`src/rtl/rom_arbiter.sv`:
```
// Round-robin arbiter sharing one single-port, 1-cycle-latency synchronous ROM
// between the instruction-fetch (IF) and load/debug (LS) read requesters.
module rom_arbiter #(
  parameter int unsigned ADDR_W = 10,
  parameter int unsigned DATA_W = 32
) (
  input  logic              clk,
  input  logic              reset,
  input  logic              if_req,
  input  logic [ADDR_W-1:0] if_addr,
  output logic              if_gnt,
  output logic              if_rvalid,
  output logic [DATA_W-1:0] if_rdata,
  input  logic              ls_req,
  input  logic [ADDR_W-1:0] ls_addr,
  output logic              ls_gnt,
  output logic              ls_rvalid,
  output logic [DATA_W-1:0] ls_rdata,
  output logic [ADDR_W-1:0] rom_addr,
  input  logic [DATA_W-1:0] rom_dout
);

  localparam logic IdIf = 1'b0;
  localparam logic IdLs = 1'b1;

  logic last_gnt_q, last_gnt_d;
  logic pend_v_q, pend_v_d;
  logic pend_id_q, pend_id_d;
  logic gnt_v;
  logic gnt_id;

  // Ties go to whichever requester was not granted last.
  always_comb begin
    gnt_v  = 1'b0;
    gnt_id = IdIf;
    if (!reset) begin
      if (if_req && ls_req) begin
        gnt_v  = 1'b1;
        gnt_id = ~last_gnt_q;
      end else if (if_req) begin
        gnt_v  = 1'b1;
        gnt_id = IdIf;
      end else if (ls_req) begin
        gnt_v  = 1'b1;
        gnt_id = IdLs;
      end
    end
  end

  always_comb begin
    if_gnt   = gnt_v && (gnt_id == IdIf);
    ls_gnt   = gnt_v && (gnt_id == IdLs);
    rom_addr = '0;
    if (if_gnt) begin
      rom_addr = if_addr;
    end else if (ls_gnt) begin
      rom_addr = ls_addr;
    end
  end

  always_comb begin
    last_gnt_d = last_gnt_q;
    pend_v_d   = 1'b0;
    pend_id_d  = pend_id_q;
    if (gnt_v) begin
      last_gnt_d = gnt_id;
      pend_v_d   = 1'b1;
      pend_id_d  = gnt_id;
    end
  end

  always_ff @(posedge clk) begin
    if (reset) begin
      last_gnt_q <= IdLs;
      pend_v_q   <= 1'b0;
      pend_id_q  <= IdIf;
    end else begin
      last_gnt_q <= last_gnt_d;
      pend_v_q   <= pend_v_d;
      pend_id_q  <= pend_id_d;
    end
  end

  // Responses are masked while reset is held so nothing leaks out mid-reset.
  always_comb begin
    if_rvalid = !reset && pend_v_q && (pend_id_q == IdIf);
    ls_rvalid = !reset && pend_v_q && (pend_id_q == IdLs);
    if_rdata  = if_rvalid ? rom_dout : '0;
    ls_rdata  = ls_rvalid ? rom_dout : '0;
  end

endmodule

```
`config.mk`:
```
export PLATFORM = sky130hd
export DESIGN_NAME = rom_arbiter
export DESIGN_NICKNAME = d
export VERILOG_FILES = /design/src/rtl/rom_arbiter.sv
export SDC_FILE = /design/constraint.sdc
export NUM_CORES = 1
export LEC_CHECK = 0
export CORE_MARGIN = 5
export CORE_UTILIZATION = 25
export DETAILED_ROUTE_END_ITERATION = 16
export PLACE_DENSITY = 0.9
export SLEW_MARGIN = 20
export SYNTH_ARGS = -nofsm -noshare
export SYNTH_HDL_FRONTEND = slang
export SYNTH_SLANG_ARGS = --single-unit
```
`constraint.sdc`:
```
create_clock -name clk -period 2 [get_ports clk]
set_input_delay 0.6 -clock clk [delete_from_list [all_inputs] [get_ports clk]]
set_output_delay 0.6 -clock clk [all_outputs]
set_load 0.02 [all_outputs]
```
==> results.yml <==
status:
  run_status: "finished with violations"
  violations: "setup timing"
place:
  io_buffer_count: 133
  gp_congestion: 0.7608
  hpwlAfterDp_microns: 4155
  dpl_worst_slack_ps: -979.4
power_and_ir_drop:
  p_int_mw: 0.5219
  comb_power_share: 0.717
  total_power_mw: 0.8747
  pwr-share-seq: 0.080
  total_switching_power_mw: 0.3528
  power_per_cell_area_mw_per_mm2: 284.4
  power.share.clock: 0.203
  vdd.ir_drop.worst_mv: 0.3110
  power.static_leakage_nw: 1.511
  switching_share: 0.4033
logic_synthesis:
  commonest_cells_in_the_netlist: "nor2_1, nand2_1, nor2_2"
  synth-edff-count: 0
  syn-cell-area_sq_um: 991.0
  synth_top_flop_cell: "dfxtp_1"
  postSynth.asyncResetShare: 0
  synthesis.yosys.warnings: 0
  postSynthRegisterBits: 3
  yosys.area.top_type: "nor2_2"
  yosys-top-cells-area: "nor2_2, nor2_1, o32ai_2, nand2b_1, nand2_1"
  seq_area_frac_synth: 0.06061
  syn_avg_cell_area_sq_um: 6.006
  yosys.area.top_type_share: 0.1894
  synthesis.nets: 221
  post-synth-top-count-cell: "nor2_1"
  post_synth_inst_count: 165
  count_of_distinct_cell_types_in_the_synthesized_netlist: 20
sta:
  final_max_tran_viols: 0
  timing_hold_violations_final: 0
  final.setup.worst_slack_ps: -115.7
  post-route-period-util: 1.058
  post_layout_minimum_cycle_time_ps: 2116
  finalSetupViolCount: 32
  unrepaired_setup_endpoints_after_global_routing: "true"
  clock-skew-final_ps: 1.401
  relSlewSlack: 0.8426
  worstMarginPinSlew_ps: 235.7
  fmaxAchievable_ghz: 0.4727
critical_path:
  cp_max_fo: 6
  critPathLaunch: "reset"
  timing.setup.critical_path_class: "in -> out"
  critical_path.startpoint_type: "primary input"
  r2r-start: "last_gnt_q"
  worstPathBufferInverterCount: 4
  worstPathRequired_ps: 1400
  delay_of_the_slowest_critical_path_stage_ps: 290
  crit_slowest_cell: "or2_4"
  worst_ep_arrival_time_ps: 1520
  critical-path-top-delay-family: "buffers and inverters"
  timing.critical_path.to_type: "output pin"
  worstPathCellList: "buf_8 > or2_4 > buf_4 > buf_12 > nor2_4 > buf_6"
global_route:
  number_of_global_route_vias_before_repair: 1673
  antenna_violations_before_repair: 0
  grt_start_max_net_pins: 30
  overall_global_routing_resource_usage: 0.2084
  global_route_wire_length_before_repair_microns: 8873
  globalRoute.totalOverflow: 0
final_layout:
  area_growth_from_synthesis_to_layout_pct: 210.4
  number_of_inserted_diodes: 0
  drive_above_1_share: 0.6492
  final_net_count: 362
  register_area_sq_um: 60.06
  nFillCells: 208
  multiInputGateArea_sq_mm: 0.001189
clocking:
  cts.sink_count: 3
  cts-root-buf: "clkbuf_8"
  buffer_depth_of_the_longest_clock_path: 2
  tritoncts_clock_tree: "built"
  cts.clk_slew.worst_paths_ps: 30
  htree_num_levels: 1
  clock_insertion_delay_worst_skew_ps: 210
  cts_buffers: 3
routing:
  initialDrtViolationCount: 31
  postRouteAntennaNets: 0
  number_of_vias_in_the_routed_layout: 1665
  routed_wire_length_per_instance_microns: 17.80
  route.detailed.drc: 0
  post_drt_via_cell_ratio: 4.717
  drt-total-wl_microns: 6285
  drt_pre_antenna_iters: 4
hold_path:
  min-delay-start: "last_gnt_q"
  min-delay-path-class: "reg -> reg"
job:
  drv_cap: 0
floorplan:
  start_util: 0.2647
  design.die.area_sq_mm: 0.005323
  io-pin-count: 134
  die_h_microns: 72.96
  die_width_microns: 72.96
  design.core.area_sq_mm: 0.003744
  std_cell_rows: 22
[layout make-up]
cell class	instances	share of cell area
timing repair buffer	154	0.5574
sequential	3	0.01953
multi-input combinational	142	0.3865
inverter	2	0.002441
clock buffer	4	0.01465
tap	48	0.01953
[metal layers]
layer	wire length, microns	up-vias	track usage
met3	483	8	0.04545
li1	-	803	-
met5	0	-	0
met4	78	0	0.02049
met2	3487	84	0.3978
met1	2236	770	0.2423
[power by group through the flow]
stage / logic, mW / clock network (mW) / registers [mW]
4_1_cts: 0.598 / 0.182 / 0.0694
2_1_floorplan: 0.230 / 0 / 0.0673
3_5_place_dp: 0.484 / 0 / 0.0690
6_report: 0.627 / 0.178 / 0.0696
5_1_grt: 0.657 / 0.189 / 0.0704
3_3_place_gp: 0.476 / 0 / 0.0690
[cells in the final DEF (no fill, tap or decap), types with 9 or more instances in the layout]
master / Yosys / layout
clkdlybuf4s50_1: 0 / 11
nor2_4: 0 / 35
dlymetal6s2s_1: 0 / 29
buf_6: 5 / 52
buf_4: 1 / 35
nand2b_1: 22 / 14
nor2_1: 39 / 23
dlygate4sd2_1: 0 / 12
nor2_2: 30 / 11
buf_12: 0 / 9
nand2_2: 0 / 25
[final timing paths]
kind | slack (ps) | to | depth (start not counted)
worst max-delay path | -120 | if_rvalid | 6
worst min-delay path | 580 | last_gnt_q | 2
worst max register to register | 1040 | last_gnt_q | 2
worst min register to register | 580 | last_gnt_q | 2
[worst min-delay path, cell delays in order, from the launching register on]
cell and delay [ps]:
dfxtp_1 360, nand2_1 80, a21o_1 100
[sequential cells by signal, summed over array words and instances (netlist names)]
register	count
pend_v_q	1
pend_id_q	1
last_gnt_q	1
[per-stage QoR]
stage / hold slack (ps) / TNS (ps) / util / instance area, sq um / instances
3_5_place_dp: 511.0 / -69560 / 0.6568 / 2459 / 343
3_3_place_gp: 497.5 / -67640 / 0.6568 / 2459 / 343
5_1_grt: 631.8 / -3281 / 0.8215 / 3075 / 353
6_report: 580.2 / -2182 / 0.8215 / 3075 / 353
2_1_floorplan: 480.7 / -828.8 / - / 998.5 / 165
4_1_cts: 563.4 / -2747 / 0.7533 / 2820 / 353
[kinds of logic after synthesis]
logic type	synth area share
buffers and inverters	0.1275
AOI/OAI and AO/OA	0.1869
and+or+nand+nor	0.6250
DFF	0.06061
[repair_timing]
action | in CTS | in global routing
pin swaps | 23 | 39
setup buffers | 2 | 3
resized for setup | 514 | 81
gates cloned | 4 | 0
hold buffers | 0 | 0
setup endpoints to repair | 78 | 67
Note: power is estimated with default switching activity, not from simulation.
==> variant, RTL diff (config.mk and constraints unchanged) <==
The parameter `DATA_W` goes from 32 to 64.
--- a/src/rtl/rom_arbiter.sv
+++ b/src/rtl/rom_arbiter.sv
@@ -4,3 +4,3 @@
   parameter int unsigned ADDR_W = 10,
-  parameter int unsigned DATA_W = 32
+  parameter int unsigned DATA_W = 64
 ) (
Interface: changed (resized if_rdata, ls_rdata and rom_dout); port bits go from 134 to 230. No check against the original RTL was run, so the function may have changed too.
==> variant against the unedited design <==
The run still ends with setup timing left; sequential cell count stayed put; critical endpoint is now ls_rdata[11]; register-to-register slack worse by 130 ps; routed wire length grew 88%; highest routed layer unchanged; area after synthesis grew 73%; setup slack better by 17 ps; combinational power rose by 72%; power grew 53%; die area grew 61%; final area increased by 76%.
==> variant: results (changes against the unedited design) <==
[outcome]
outcome=finished with violations  ; unchanged
failed_checks=setup timing  ; unchanged

[global_route]
grt_max_degree=34  ; was 30
grt_pass1_wl_microns=15500  ; was 8870 microns
grt_pass1_vias=2871  ; was 1673
grt_usage_pct=22.4  ; was 20.8%

[placed_design]
gp_congestion=0.760  ; was 0.761
hpwl_microns=7120  ; was 4160 microns
place_ws_ps=-1170  ; was -979 ps
dpl_cell_area_sq_mm=0.00430  ; was 0.00246 sq mm
portBuffers=229  ; was 133

[critical_path]
critPathMaxStageDelay_ps=460  ; was 290 ps
worst-r2r-setup-slack_ps=910  ; was 1040 ps
slowest_stage=clkdlybuf4s50_1  ; was or2_4
cp_max_fo=2  ; was 6

[timing]
fin_hold_ws_ps=726  ; was 580 ps
relSlewSlack_pct=80.8  ; was 84.3%
fin_ws_ps=-99.1  ; was -116 ps
finClkSkew_ps=0.0308  ; was 1.40 ps
finalSetupViolCount=60  ; was 32
tns_ps=-3090  ; was -2180 ps

[logic_synthesis]
synth.top_cells.by_area=nor2_4 33%, nor2_1 18%, nand2_1 14%  ; was nor2_2 19%, nor2_1 15%, o32ai_2 15%
synth_common_cells=83 x nor2_1, 65 x nand2_1, 50 x nor2_4, 22 x nand2b_1, 10 x o32ai_1  ; was 39 x nor2_1, 33 x nand2_1, 30 x nor2_2, 22 x nand2b_1, 9 x o32ai_2
syn_nets=358  ; was 221
synth.distinct_cells=19  ; was 20
yosysTopAreaCell=nor2_4  ; was nor2_2

[routing]
postRouteWirelength_microns=11800  ; was 6290 microns
dr_total_vias=2790  ; was 1665

[cells_and_area]
fin_nets=599  ; was 362
n_fill_cell=355  ; was 208

[cts]
htree_levels=1  ; unchanged

[power]
peakVddDrop_v=0.000224  ; was 0.000311 V
leakage_nw=2.56  ; was 1.51 nW

-- variant: final cells by class --
| cell class | instances | area (sq um) | share of cell area (%) |
|---|---|---|---|
| diodes | 1 | 2.50 | 0.0461 |
| clock buffers | 4 | 45.0 | 0.830 |
| inverters | 2 | 11.3 | 0.207 |
| multi-input cells | 240 | 2220 | 40.8 |
| flip-flops and latches | 3 | 61.3 | 1.13 |
| well taps | 80 | 100 | 1.84 |
| repair buffers | 261 | 2990 | 55.1 |
-- variant: cells by family (layout without fill, tap and decap cells) --
family / after synthesis / count (layout) / share of synthesized area, %
buffers and inverters: 29 / 267 / 14.8
AO/OA/AOI/OAI: 14 / 15 / 6.88
AND/OR/NAND/NOR: 224 / 225 / 74.8
flip-flops: 3 / 3 / 3.51
other: 0 / 1 / 0
-- variant: path summary, 6_finish.rpt --
check | endpoint | from | cells past startpoint
worst min-delay path | last_gnt_q$_SDFFE_PP1P_ | last_gnt_q$_SDFFE_PP1P_ | 3
worst max register to register | last_gnt_q$_SDFFE_PP1P_ | last_gnt_q$_SDFFE_PP1P_ | 3
worst min register to register | last_gnt_q$_SDFFE_PP1P_ | last_gnt_q$_SDFFE_PP1P_ | 3
worst max-delay path | ls_rdata[11] | rom_dout[11] | 4
-- variant: what timing repair did --
| item | CTS | global route |
|---|---|---|
| gates resized for setup | 899 | 188 |
| buffers inserted | 6 | 4 |
| hold endpoints to repair | 0 | 0 |
| hold buffers | 0 | 0 |
| endpoints found under the setup margin | 142 | 129 |
| pin swaps | 22 | 62 |
| gates cloned | 6 | 2 |
-- variant: power breakdown --
part	switching [mW]	leakage (nW)	total [mW]	internal, mW
clock network	0.0464	0.0228	0.183	0.137
logic	0.564	2.51	1.08	0.520
registers	0.00504	0.0252	0.0699	0.0648
-- variant: metal layers --
layer / global-route usage [%] / up-vias / routed length [microns] / share of wire, %
met4: 5.74 / 0 / 195 / 1.7
li1: - / 1308 / - / -
met3: 5.20 / 18 / 970 / 8.2
met5: 0 / - / 0 / 0
met2: 46.6 / 151 / 6910 / 59
met1: 21.6 / 1313 / 3720 / 32
-- variant: metrics by stage --
step,util (%),instances
floorplan,-,270
global placement,64.1,570
detailed placement,64.1,570
CTS,69.8,586
global route,80.7,590
finish,80.8,591
-- variant: worst max-delay path, delay by kind of cell --
kind,cells,cell delay (ps)
buffers and inverters,2,610
and+or+nand+nor,2,280
